File: config.mk
export PLATFORM = sky130hd
export DESIGN_NAME = mrv1_tw_sched_rr_flat
export DESIGN_NICKNAME = d
export VERILOG_FILES = /design/src/rtl/mrv1_tw_sched_rr_if.sv /design/src/rtl/mrv1_tw_sched_rr.sv /design/src/flat_wrapper.sv
export SDC_FILE = /design/constraint.sdc
export NUM_CORES = 1
export LEC_CHECK = 0
export BUFFER_PORTS_ARGS = -buffer_cell sky130_fd_sc_hd__buf_2
export CAP_MARGIN = 20
export CORE_ASPECT_RATIO = 0.5
export CORE_MARGIN = 2
export CORE_UTILIZATION = 60
export DETAILED_ROUTE_END_ITERATION = 8
export PLACE_DENSITY_LB_ADDON = 0.3
export SYNTH_ARGS = -nofsm -noshare
export SYNTH_HDL_FRONTEND = slang
export SYNTH_SLANG_ARGS = --single-unit
File: constraint.sdc
create_clock -name clk_i -period 5.4 [get_ports clk_i]
set_input_delay 0.54 -clock clk_i [delete_from_list [all_inputs] [get_ports clk_i]]
set_output_delay 0.54 -clock clk_i [all_outputs]
set_load 0.02 [all_outputs]
File: src/rtl/mrv1_tw_sched_rr_if.sv
// Issue-scheduler bundle: per-warp status from the decode buffers and issue queues in,
// grant/backoff/stall-count out. master drives warp status, slave is the scheduler.
interface mrv1_tw_sched_rr_if #(
    parameter int NUM_TW_P = 8
);
    localparam int twid_width_lp = $clog2(NUM_TW_P);

    logic [NUM_TW_P-1:0]      tw_en_i;
    logic [NUM_TW_P-1:0]      tw_vld_i;
    logic [NUM_TW_P-1:0]      tw_iq_rdy_i;
    logic [NUM_TW_P-1:0]      tw_rs_conflict_i;
    logic                     exe_rdy_i;
    logic                     issue_vld_o;
    logic [twid_width_lp-1:0] issue_twid_o;
    logic [NUM_TW_P-1:0]      issue_gnt_o;
    logic [NUM_TW_P-1:0]      tw_backoff_o;
    logic [31:0]              stall_cnt_o;

    modport master (
        output tw_en_i, tw_vld_i, tw_iq_rdy_i, tw_rs_conflict_i, exe_rdy_i,
        input  issue_vld_o, issue_twid_o, issue_gnt_o, tw_backoff_o, stall_cnt_o
    );

    modport slave (
        input  tw_en_i, tw_vld_i, tw_iq_rdy_i, tw_rs_conflict_i, exe_rdy_i,
        output issue_vld_o, issue_twid_o, issue_gnt_o, tw_backoff_o, stall_cnt_o
    );
endinterface

File: src/rtl/mrv1_tw_sched_rr.sv
// Round-robin warp issue scheduler with per-warp conflict backoff and a saturating stall counter.
// Define MRV1_TW_SCHED_STICKY_EN to let the last-issued warp keep the grant while it stays eligible.
module mrv1_tw_sched_rr #(
    parameter int NUM_TW_P         = 8,
    parameter int BACKOFF_CYCLES_P = 2
) (
    input  logic              clk_i,
    input  logic              rst_i,
    mrv1_tw_sched_rr_if.slave sched_if
);
    localparam int twid_width_lp = $clog2(NUM_TW_P);

    logic [NUM_TW_P-1:0]      elig;
    logic [3:0]               bo_cnt_q [NUM_TW_P];
    logic [3:0]               bo_cnt_d [NUM_TW_P];
    logic [twid_width_lp-1:0] last_q, last_d;
    logic [twid_width_lp-1:0] winner;
    logic [twid_width_lp-1:0] cand;
    logic                     found;
    logic                     issue_vld;
    logic                     stall;
    logic [31:0]              stall_cnt_q, stall_cnt_d;

    function automatic logic [31:0] sat_inc32(input logic [31:0] v);
        return (v == 32'hFFFF_FFFF) ? v : v + 32'd1;
    endfunction

    always_comb begin
        for (int i = 0; i < NUM_TW_P; i++) begin
            elig[i] = sched_if.tw_en_i[i] & sched_if.tw_vld_i[i] & sched_if.tw_iq_rdy_i[i] &
                      ~sched_if.tw_rs_conflict_i[i] & (bo_cnt_q[i] == 4'd0);
        end
    end

    // Search order last+1 .. last (wrapping); the final candidate is last_q itself.
    always_comb begin
        winner = '0;
        found  = 1'b0;
        cand   = '0;
`ifdef MRV1_TW_SCHED_STICKY_EN
        if (elig[last_q]) begin
            winner = last_q;
            found  = 1'b1;
        end
`endif
        for (int k = 1; k <= NUM_TW_P; k++) begin
            cand = last_q + twid_width_lp'(k);
            if (!found && elig[cand]) begin
                winner = cand;
                found  = 1'b1;
            end
        end
    end

    assign issue_vld = sched_if.exe_rdy_i & found;
    assign stall     = sched_if.exe_rdy_i & (|(sched_if.tw_en_i & sched_if.tw_vld_i)) & ~found;

    assign sched_if.issue_vld_o  = issue_vld;
    assign sched_if.issue_twid_o = winner;
    assign sched_if.issue_gnt_o  = issue_vld ? (NUM_TW_P'(1) << winner) : '0;
    assign sched_if.stall_cnt_o  = stall_cnt_q;

    always_comb begin
        for (int i = 0; i < NUM_TW_P; i++) begin
            sched_if.tw_backoff_o[i] = (bo_cnt_q[i] != 4'd0);
        end
    end

    // A disabled warp drops any pending backoff; a conflict only reloads once the previous one expired.
    always_comb begin
        for (int i = 0; i < NUM_TW_P; i++) begin
            bo_cnt_d[i] = bo_cnt_q[i];
            if (!sched_if.tw_en_i[i]) begin
                bo_cnt_d[i] = 4'd0;
            end else if (sched_if.tw_vld_i[i] && sched_if.tw_rs_conflict_i[i] &&
                         (bo_cnt_q[i] == 4'd0)) begin
                bo_cnt_d[i] = 4'(BACKOFF_CYCLES_P);
            end else if (bo_cnt_q[i] != 4'd0) begin
                bo_cnt_d[i] = bo_cnt_q[i] - 4'd1;
            end
        end
    end

    assign last_d      = issue_vld ? winner : last_q;
    assign stall_cnt_d = stall ? sat_inc32(stall_cnt_q) : stall_cnt_q;

    always_ff @(posedge clk_i) begin
        if (rst_i) begin
            last_q      <= twid_width_lp'(NUM_TW_P - 1);
            stall_cnt_q <= 32'd0;
            for (int i = 0; i < NUM_TW_P; i++) begin
                bo_cnt_q[i] <= 4'd0;
            end
        end else begin
            last_q      <= last_d;
            stall_cnt_q <= stall_cnt_d;
            for (int i = 0; i < NUM_TW_P; i++) begin
                bo_cnt_q[i] <= bo_cnt_d[i];
            end
        end
    end
endmodule

File: src/flat_wrapper.sv
// flat-port wrapper written by rule: the top's interface ports become plain ports
module mrv1_tw_sched_rr_flat 
#(
    parameter int NUM_TW_P         = 8,
    parameter int BACKOFF_CYCLES_P = 2
)
  (clk_i, rst_i, sched_if_tw_en_i, sched_if_tw_vld_i, sched_if_tw_iq_rdy_i, sched_if_tw_rs_conflict_i, sched_if_exe_rdy_i, sched_if_issue_vld_o, sched_if_issue_twid_o, sched_if_issue_gnt_o, sched_if_tw_backoff_o, sched_if_stall_cnt_o);
  mrv1_tw_sched_rr_if #(.NUM_TW_P(NUM_TW_P)) sched_if_i ();
  input  logic clk_i;
  input  logic rst_i;
  input wire logic [$bits(sched_if_i.tw_en_i)-1:0] sched_if_tw_en_i;
  input wire logic [$bits(sched_if_i.tw_vld_i)-1:0] sched_if_tw_vld_i;
  input wire logic [$bits(sched_if_i.tw_iq_rdy_i)-1:0] sched_if_tw_iq_rdy_i;
  input wire logic [$bits(sched_if_i.tw_rs_conflict_i)-1:0] sched_if_tw_rs_conflict_i;
  input wire logic [$bits(sched_if_i.exe_rdy_i)-1:0] sched_if_exe_rdy_i;
  output wire logic [$bits(sched_if_i.issue_vld_o)-1:0] sched_if_issue_vld_o;
  output wire logic [$bits(sched_if_i.issue_twid_o)-1:0] sched_if_issue_twid_o;
  output wire logic [$bits(sched_if_i.issue_gnt_o)-1:0] sched_if_issue_gnt_o;
  output wire logic [$bits(sched_if_i.tw_backoff_o)-1:0] sched_if_tw_backoff_o;
  output wire logic [$bits(sched_if_i.stall_cnt_o)-1:0] sched_if_stall_cnt_o;
  assign sched_if_i.tw_en_i = sched_if_tw_en_i;
  assign sched_if_i.tw_vld_i = sched_if_tw_vld_i;
  assign sched_if_i.tw_iq_rdy_i = sched_if_tw_iq_rdy_i;
  assign sched_if_i.tw_rs_conflict_i = sched_if_tw_rs_conflict_i;
  assign sched_if_i.exe_rdy_i = sched_if_exe_rdy_i;
  assign sched_if_issue_vld_o = sched_if_i.issue_vld_o;
  assign sched_if_issue_twid_o = sched_if_i.issue_twid_o;
  assign sched_if_issue_gnt_o = sched_if_i.issue_gnt_o;
  assign sched_if_tw_backoff_o = sched_if_i.tw_backoff_o;
  assign sched_if_stall_cnt_o = sched_if_i.stall_cnt_o;
  mrv1_tw_sched_rr #(.NUM_TW_P(NUM_TW_P), .BACKOFF_CYCLES_P(BACKOFF_CYCLES_P)) u_core (.clk_i(clk_i), .rst_i(rst_i), .sched_if(sched_if_i));
endmodule
# After elaboration in Yosys (flattened, before gate mapping)
# Memories as Yosys holds them, arrays and structs flattened.
# Cells that the tools add are included.
[totals] register_bits=35 mem_bits_rw=32 output_inout_bits=52 elab_cells=199 n_memories=1 in_bits=35
[op_classes] mux=68 magnitude_cmp=8 n_eq_ne=1 shift=1 n_addsub=16 n_reduce_logical=48 bitwise=54
[memory_table] memory="u_core.bo_cnt_q" words=8 width=4 read_ports=8 rd_ports_with_merged_regs=0 write_ports=8 line="mrv1_tw_sched_rr.sv:14" source="logic [3:0] bo_cnt_q [NUM_TW_P];"
[ops] op="2-to-1 mux 4 bit" count=32
[ops] op="AND 1 bit" count=35
[ops] op="adder 32 x 1 -> 32 bit (second input constant)" count=1
[ops] op="== test 32 bit (second input constant)" count=1
[ops] op="zero test 4 bit" count=8
[ops] op="< comparator 3 x 4 -> 1 bit (second input constant)" count=8
[ops] op="nonzero test 4 bit" count=8
[ops] op="subtractor 4 x 1 -> 4 bit (second input constant)" count=8
[ops] op="binary-select mux 1 bit (select 3 bit)" count=8
[ops] op="2-to-1 mux 3 bit" count=8
[ops] op="logical AND 1 bit" count=23
[ops] op="2-to-1 mux 1 bit" count=19
[ops] op="adder 3 bit (second input constant)" count=4
[ops] op="NOT 1 bit" count=10
[ops] op="AND 8 bit" count=1
[ops] op="2-to-1 mux 8 bit" count=1
[ops] op="bitwise OR 1 bit" count=8
[ops] op="OR reduction 8 bit" count=1
[ops] op="<< shifter 1 x 3 -> 8 bit (first input constant)" count=1
[ops] op="zero test 1 bit" count=7
[ops] op="adder 3 x 2 -> 3 bit (second input constant)" count=2
[ops] op="adder 3 x 1 -> 3 bit (second input constant)" count=1
[ops] op="AND reduction 2 bit" count=1

# Logic depth before layout (Yosys ltp)
# Gate-level depths: netlist of run 1.
[depth] depth_word=31 depth_mapped=14 ltp_nobuf=12

# Worst setup path before layout of run 1
# OpenSTA, ideal clock, no wires.
[synth_timing] path_type="register -> output" startpoint="memory u_core.bo_cnt_q[7][0], in the netlist u_core.bo_cnt_q[0][28]" endpoint="output port sched_if_issue_gnt_o[0]" required_time_ns=4.860 t_arrival_ns=3.824 path_buffers=1 path_stages_with_launch=13 slack_ns=1.036 path_cell_list="dfxtp_1 > inv_1 > ha_1 > or3b_1 > buf_2 > or4b_4 > o21a_1 > mux4_2 > o2111ai_1 > a31oi_1 > nor4_2 > inv_1 > nor4b_1"
[synth_rtl] element="start: declaration" line="mrv1_tw_sched_rr.sv:14"
[synth_rtl] element="end: declaration" line="flat_wrapper.sv:18" source="output wire logic [$bits(sched_if_i.issue_gnt_o)-1:0] sched_if_issue_gnt_o;"

# Final worst setup path of run 1
[layout_timing] startpoint="register u_core.last_q[1]" endpoint="output port sched_if_issue_gnt_o[0]"
[layout_between] elab_chain_len=27 word_cells_on_any_way=56 cone_classes="7 x add/sub; 1 x shift; 33 x mux; 1 x bitwise; 14 x reduce/logical"
[layout_lines] element="start: declaration" line="mrv1_tw_sched_rr.sv:16" source="logic [twid_width_lp-1:0] last_q, last_d;"
[layout_lines] element="start signal: assignment" line="mrv1_tw_sched_rr.sv:89" source="last_q <= twid_width_lp'(NUM_TW_P - 1);"
[layout_lines] element="start signal: assignment" line="mrv1_tw_sched_rr.sv:95" source="last_q <= last_d;"
[layout_lines] element="adder 3 x 1 -> 3 bit" line="mrv1_tw_sched_rr.sv:47" source="cand = last_q + twid_width_lp'(k);"
[layout_lines] element="binary-select mux 1 bit (select 3 bit)" line="mrv1_tw_sched_rr.sv:48" source="if (!found && elig[cand]) begin"
[layout_lines] element="2-to-1 mux 1 bit (implied by the code)" line="mrv1_tw_sched_rr.sv:48"
[layout_lines] element="2-to-1 mux 1 bit" line="mrv1_tw_sched_rr.sv:48"
[layout_lines] element="zero test 1 bit" line="mrv1_tw_sched_rr.sv:48"
[layout_lines] element="logical AND 1 bit" line="mrv1_tw_sched_rr.sv:48"
[layout_lines] element="2-to-1 mux 1 bit" line="mrv1_tw_sched_rr.sv:48"
[layout_lines] element="zero test 1 bit" line="mrv1_tw_sched_rr.sv:48"
[layout_lines] element="[11 not listed]"
[layout_lines] element="zero test 1 bit" line="mrv1_tw_sched_rr.sv:48"
[layout_lines] element="logical AND 1 bit" line="mrv1_tw_sched_rr.sv:48"
[layout_lines] element="2-to-1 mux 1 bit" line="mrv1_tw_sched_rr.sv:48"
[layout_lines] element="zero test 1 bit" line="mrv1_tw_sched_rr.sv:48"
[layout_lines] element="logical AND 1 bit" line="mrv1_tw_sched_rr.sv:48"
[layout_lines] element="2-to-1 mux 3 bit / 2-to-1 mux 1 bit (equally long branches)" line="mrv1_tw_sched_rr.sv:48"
[layout_lines] element="<< shifter 1 x 3 -> 8 bit / AND 1 bit (equally long branches)" line="mrv1_tw_sched_rr.sv:60, mrv1_tw_sched_rr.sv:55"
[layout_lines] element="2-to-1 mux 8 bit (*)" line="mrv1_tw_sched_rr.sv:60" source="assign sched_if.issue_gnt_o = issue_vld ? (NUM_TW_P'(1) << winner) : '0;"
# Mark *: on every way between the ends. The rest lies on a longest branch, timed or not. The select of a mux whose other input is x is not followed.

==> out/qor.csv, run 1 <==
stage,metric,value,unit
outcome,status,"complete, no violations",
global_route,globalRouteTotalUtil,29.7,%
final_layout,nets,694,
routing,drt-wirelength-per-cell,15.4,um
cts,clk_pin_slew_worst_paths,0.06,ns
logic_synthesis,synth-compound-area-share,16.8,%
global_route,grt_pass1_vias,4156,
worst_setup_path,rrSetupSlack,1.27,ns
min_path,hold_start,sched_if_tw_en_i[5],
cts,htreeDepth,3,
timing,relSlewSlack,45.3,%
timing,setup_violations,0,
routing,drt.antenna.violating_nets,0,
floorplan,core,7240,um2
worst_setup_path,worstPathRequired,4.86,ns
final_layout,final_cell_count_no_fill,745,
global_route,grt_overflow_total,0,
logic_synthesis,yosys_warnings,0,
logic_synthesis,synth.avg_cell_area,7.89,um2
pwr,p_leak,2.21,nW
pwr,powerDensity,411,nW/um2
run,cap_violations,0,
logic_synthesis,syn_area,4430,um2
worst_setup_path,reg2reg_to,u_core.sched_if.stall_cnt_o[6],
logic_synthesis,synth_top_cell_area_share,30.3,%
routing,drt_iter0_drc,311,
logic_synthesis,synthMuxAreaShare,4.46,%
global_route,grt_max_degree,37,
floorplan,start_util,61.2,%
placed_design,place_inst,729,
global_route,grt_pass1_wl,19500,um
cts,post_cts_resize_count,0,
final_layout,antennaDiodeCount,0,
timing,fin_tns_setup,0,ns
logic_synthesis,synth_async_sr_flop_share,0,%
worst_setup_path,cp_slowest_cell,xnor2_1,
timing,hold_viol,0,
floorplan,die-area,8120,um2
logic_synthesis,ys_seq_area_share,30.3,%
floorplan,rows,22,
logic_synthesis,syn_nets,611,
timing,worstMarginPinSlew,0.814,ns
routing,totalWireLength,11400,um
worst_setup_path,cpPeakStageDelay,0.57,ns
logic_synthesis,synth-adder-area-share,4.24,%
logic_synthesis,synthFlopType,dfxtp_1,
cts,clock_latency,0.34,ns
worst_setup_path,arrival,4.31,ns
cts,cts_buffers,9,
timing,holdWs,0.483,ns
logic_synthesis,synth-edff-count,0,
worst_setup_path,cp-end-kind,primary output,
worst_setup_path,critical_path_class,flop to primary output,
timing,max_freq,206,MHz
pwr,ir_worst_vdd,223,uV
placed_design,gp_congestion,0.976,
logic_synthesis,synth_xor_area_share,7.32,%
cts,clkSinkCount,67,
worst_setup_path,crit_chain,"buf_4, clkinv_1, ha_1, xnor2_1, nor2_1, a32oi_1, nand3_1, o21ai_0, o221ai_1, o22a_1, or2_0, nor4b_1, buf_2",
min_path,min_to,u_core.bo_cnt_q[0][20],
cts,ctsHoldBuffers,0,
worst_setup_path,reg2reg_depth,11,
min_path,hold_path.class,input port to flop,
logic_synthesis,synth-simple-area-share,31.9,%
logic_synthesis,ys_types,69,
routing,drc,0,
floorplan,die_w,125,um
worst_setup_path,reg2reg_from,u_core.last_q[1],
logic_synthesis,netlist_instances,561,
timing,final.min_clock_period,4.85,ns
min_path,holdPathStages,3,
timing,fin_crit_sh,89.7,%
global_route,antenna_found_initial,0,
logic_synthesis,synth_top_area_cell,dfxtp_1,
final_layout,drive_gt1_share,19.4,%
placed_design,portBuffers,86,
timing,drv_slew,0,
routing,vias_per_cell,6.09,
floorplan,fp.dieH,64.7,um
timing,rsz0062_at_grt,no,
final_layout,final_core_util,72.4,%
cts,post_cts.repair.setup_buffers,0,
logic_synthesis,synth_top_family_by_area,simple AND/OR/NAND/NOR gates,
worst_setup_path,cp_max_fo,19,
placed_design,hpwl,8160,um
cts,clock_path_buffers,2,
worst_setup_path,startpoint_type,flop,
cts,cts_tree,done,
logic_synthesis,yosys-top-cells-area,"dfxtp_1, nor2_1, xnor2_1",
timing,clock_skew,0.00577,ns
routing,vias,4538,
cts,root_buffer,clkbuf_16,
final_layout,area_delta_synth_final,18.3,%
floorplan,ioPinCount,87,
logic_synthesis,ys_ff_latch,67,
routing,dr.pass1.iters,5,
[power breakdown]
group	internal [W]	total, W	switching, W	leakage [nW]
combinational	0.000372	0.00101	0.000637	1.52
clock	0.000369	0.000594	0.000224	0.145
sequential	0.000525	0.000548	0.0000229	0.543
total	0.00127	0.00215	0.000884	2.21
[worst max-delay path: cells and delay by family, from the launching register on]
family          cells  cell delay, ns
fa+ha+maj           1            0.34
simple gates        4            1.04
xor+xnor            1            0.57
flops               1            0.31
compound gates      4            0.93
buf+inv             3            0.77
[through the flow]
stage | total power, W | instance area, um2 | setup WS [ns]
after floorplan | 0.00131 | 4430 | 1.04
after detailed placement | 0.00154 | 4940 | 1.05
final | 0.00215 | 5240 | 0.554
after global placement | 0.00153 | 4940 | 1.08
after CTS | 0.00214 | 5240 | 0.623
after global routing | 0.00228 | 5240 | 0.201
[cells in the mapped netlist (all sizes together) (4+ instances only)]
master	instances
or2	4
nor4	7
xor2	14
ha	15
inv	34
nor3b	9
nor2	72
clkbuf	12
nand2b	4
and4b	4
o21a	4
mux2i	4
o2111ai	4
o21ai	15
nand2	40
xnor2	23
a21o	4
nand4	13
dfxtp	67
a211oi	21
nand4b	6
nor4b	4
o211ai	5
buf	7
and2	4
a21oi	29
nand3	34
nor3	24
or3	12
a31oi	4
and3	7
mux4	6
[worst max path at each step]
stage,startpoint,to,slack [ns],cells past startpoint
2_1_floorplan,u_core.bo_cnt_q[0][28],sched_if_issue_gnt_o[0],1.04,12
3_3_place_gp,u_core.last_q[1],sched_if_issue_gnt_o[2],1.08,13
3_5_place_dp,u_core.last_q[1],sched_if_issue_gnt_o[0],1.05,13
4_1_cts,u_core.last_q[1],sched_if_issue_gnt_o[0],0.62,13
5_1_grt,u_core.last_q[1],sched_if_issue_gnt_o[0],0.20,13
6_report,u_core.last_q[1],sched_if_issue_gnt_o[0],0.55,13
[state kept, by name, indices dropped and copies added (netlist names)]
| signal | cells |
|---|---|
| u_core.sched_if.stall_cnt_o | 32 |
| u_core.bo_cnt_q | 32 |
| u_core.last_q | 3 |
[routing by layer]
| layer | up-vias | global-route usage, % | part of all wire [%] |
|---|---|---|---|
| li1 | 2228 | - | - |
| met1 | 2076 | 38.6 | 45 |
| met2 | 194 | 46.1 | 43 |
| met3 | 40 | 8.09 | 8.7 |
| met4 | 0 | 14.2 | 2.9 |
| met5 | - | 1.96 | 0 |
[cells by family after synthesis]
group / after synthesis
XOR/XNOR: 37
buffers and inverters: 56
AND/OR/NAND/NOR: 264
adder cells (fa/ha/maj): 15
flip-flops: 67
AO/OA/AOI/OAI: 110
multiplexers: 12
[layout make-up]
cell class / instances / area, um2
clock buffer: 10 / 239
clock inverter: 6 / 63.8
fill: 588 / 2000
inverter: 37 / 139
multi-input combinational: 438 / 2870
sequential: 67 / 1340
tap: 96 / 120
timing repair buffer: 91 / 468
[layout by cell type (no fill, tap or decap), types with 13 or more instances in the layout]
cell type and instances:
a211oi_1 21, xnor2_1 23, nand4_1 13, nor3_1 24
nor2_1 72, ha_1 15, xor2_1 14, inv_1 33
dfxtp_1 67, o21ai_0 13, nand2_1 40, buf_2 86
a21oi_1 29, nand3_1 34
No activity file was read; power rests on OpenSTA's default activity.
==> inputs of run 2 (changes only) <==
- BUFFER_PORTS_ARGS: -buffer_cell sky130_fd_sc_hd__buf_2 -> not set
- DONT_BUFFER_PORTS: not set -> 1
==> run 2 against run 1 <==
Count of clock-buffer cells in the layout is the same. Worst setup slack lost 0.24 ns. Core utilization shrank 5.9 points. Flip-flop and latch count is the same. Sequential power grew 3%. Via count shrank 6.5%. Total power shrank 5.5%. Clock power shrank 9.3%.
==> out/qor.csv, run 2 (same netlist as run 1, synthesis figures left out) <==
stage,metric,value,unit,change
run,cap_violations,0,,unchanged
final_layout,layout_common_cells,"nor2_1, dfxtp_1, nand2_1",,
routing,drc,0,,unchanged
worst_setup_path,cp_max_fo,9,,-10
routing,drt.antenna.violating_nets,0,,unchanged
timing,fin_ws,0.319,ns,-0.235 ns
timing,final.min_clock_period,5.08,ns,+0.235 ns
cts,root_buffer,clkbuf_16,,
global_route,grt_pass1_wl,18000,um,-7.8%
worst_setup_path,startpoint_type,flop,,
final_layout,mostFrequentLayoutCell,nor2_1,,
placed_design,gp_congestion,0.958,,-1.9%
global_route,globalRouteTotalUtil,27.2,%,-2.5 points
worst_setup_path,path_common_cell,inv_1,,
worst_setup_path,reg2reg_depth,10,,-1
pwr,p_total,0.00203,W,-5.5%
global_route,antenna_found_initial,0,,unchanged
worst_setup_path,critical_path_depth,11,,-2
worst_setup_path,cp_slowest_cell,nor3b_1,,
min_path,min_to,u_core.sched_if.stall_cnt_o[21],,
final_layout,nets,611,,-12%
routing,totalWireLength,11000,um,-3.8%
routing,dr.pass1.iters,6,,+1
worst_setup_path,rrSetupSlack,1.49,ns,+0.22 ns
placed_design,hpwl,8060,um,-1.2%
min_path,holdPathStages,1,,-2
cts,clock_latency,0.33,ns,about the same
cts,cts_tree,done,,
routing,drt_iter0_drc,332,,+6.8%
worst_setup_path,reg2reg_to,u_core.sched_if.stall_cnt_o[6],,
pwr,p_leak,1.80,nW,-19%
cts,htreeDepth,3,,unchanged
placed_design,dpl_worst_slack,0.721,ns,-0.328 ns
final_layout,antennaDiodeCount,0,,unchanged
cts,cts_buffers,9,,unchanged
final_layout,fillers,612,,+4.1%
worst_setup_path,cpPeakStageDelay,0.66,ns,+0.09 ns
floorplan,ioPinCount,87,,unchanged
worst_setup_path,reg2reg_from,u_core.last_q[1],,
cts,clk_pin_slew_worst_paths,0.06,ns,about the same
worst_setup_path,worstPathRequired,4.86,ns,about the same
timing,worstMarginPinSlew,0.908,ns,+0.0933 ns
timing,clock_skew,0.00533,ns,-0.000439 ns
floorplan,rows,22,,unchanged
timing,max_freq,197,MHz,-4.6%
min_path,hold_path.class,input port to flop,,
final_layout,drive_gt1_share,7.60,%,-12 points
cts,ctsHoldBuffers,0,,unchanged
floorplan,die-area,8120,um2,unchanged
timing,hold_viol,0,,unchanged
min_path,hold_start,rst_i,,
timing,drv_slew,0,,unchanged
worst_setup_path,cp-end-kind,primary output,,
timing,relSlewSlack,39.0,%,-6.3 points
cts,post_cts.repair.setup_buffers,0,,unchanged
placed_design,portBuffers,0,,-100%
pwr,powerDensity,423,nW/um2,+2.9%
timing,fin_tns_setup,0,ns,unchanged
routing,vias,4241,,-6.5%
pwr,ir_worst_vdd,209,uV,-6.3%
timing,rsz0062_at_grt,no,,
outcome,status,"complete, no violations",,
global_route,grt_pass1_vias,3737,,-10%
worst_setup_path,arrival,4.54,ns,+0.23 ns
global_route,grt_max_degree,37,,unchanged
worst_setup_path,crit_chain,"inv_1, ha_1, or3b_1, or4b_4, o21ai_1, mux4_2, inv_1, o221ai_1, and3b_1, or2_0, nor3b_1",,
final_layout,area_delta_synth_final,8.59,%,
floorplan,start_util,61.2,%,unchanged
floorplan,die_w,125,um,unchanged
timing,setup_violations,0,,unchanged
timing,fin_crit_sh,94.1,%,+4.4 points
cts,clkSinkCount,67,,unchanged
routing,vias_per_cell,6.41,,+5.2%
worst_setup_path,critical_path_class,flop to primary output,,
worst_setup_path,critical-path-top-delay-family,simple AND/OR/NAND/NOR gates,,
floorplan,fp.dieH,64.7,um,unchanged
routing,drt-wirelength-per-cell,16.6,um,+8.3%
cts,clock_path_buffers,2,,unchanged
floorplan,core,7240,um2,unchanged
global_route,grt_overflow_total,0,,unchanged
cts,post_cts_resize_count,0,,unchanged
worst_setup_path,cp_num_buf_inv,2,,-1
run 2: changes by cell type in the layout (fill, tap and decap cells not counted), sizes merged:
cell	before	now
buf	91	8
bufinv	1	0
clkinv	5	6
clkinvlp	2	3
inv	35	34
run 2: how the worst max path moves through the flow:
stage | slack [ns] | start | endpoint
detailed placement | 0.72 | u_core.bo_cnt_q[0][28] | sched_if_issue_gnt_o[7]
finish | 0.32 | u_core.bo_cnt_q[0][28] | sched_if_issue_gnt_o[7]
CTS | 0.38 | u_core.bo_cnt_q[0][28] | sched_if_issue_gnt_o[7]
global placement | 0.82 | u_core.bo_cnt_q[0][4] | sched_if_issue_gnt_o[6]
floorplan | 1.04 | u_core.bo_cnt_q[0][28] | sched_if_issue_gnt_o[0]
global route | 0.1 | u_core.bo_cnt_q[0][28] | sched_if_issue_gnt_o[7]
run 2: final cells by class:
cell class                 instances  area, um2  share of cell area, %
sequential                        67       1340                   27.9
timing repair buffer               8       60.1                   1.25
clock inverter                     6       41.3                  0.859
inverter                          37        139                   2.89
tap                               96        120                   2.50
clock buffer                      10        239                   4.97
multi-input combinational        438       2870                   59.6
run 2: power breakdown:
| group | leakage, nW | switching, W | total [W] | internal [W] |
|---|---|---|---|---|
| clock | 0.130 | 0.000217 | 0.000539 | 0.000321 |
| sequential | 0.543 | 0.0000417 | 0.000567 | 0.000525 |
| combinational | 1.13 | 0.000594 | 0.000926 | 0.000332 |
run 2: metrics by stage:
step                      utilization, %  cell area (um2)  cells  hold WS (ns)
after floorplan                        -             4430    561         0.476
after global placement              62.5             4530    646         0.496
after detailed placement            62.5             4530    646         0.503
after CTS                           66.4             4810    662         0.268
after global routing                66.4             4810    662         0.264
final                               66.4             4810    662         0.273
run 2: routing by layer:
layer / wire (um) / global-route usage [%] / share of wire, %
met5: 0 / 0 / 0
met4: 149 / 6.67 / 1.4
met3: 1220 / 11.8 / 11
met1: 4970 / 35.5 / 45
met2: 4670 / 41.6 / 42
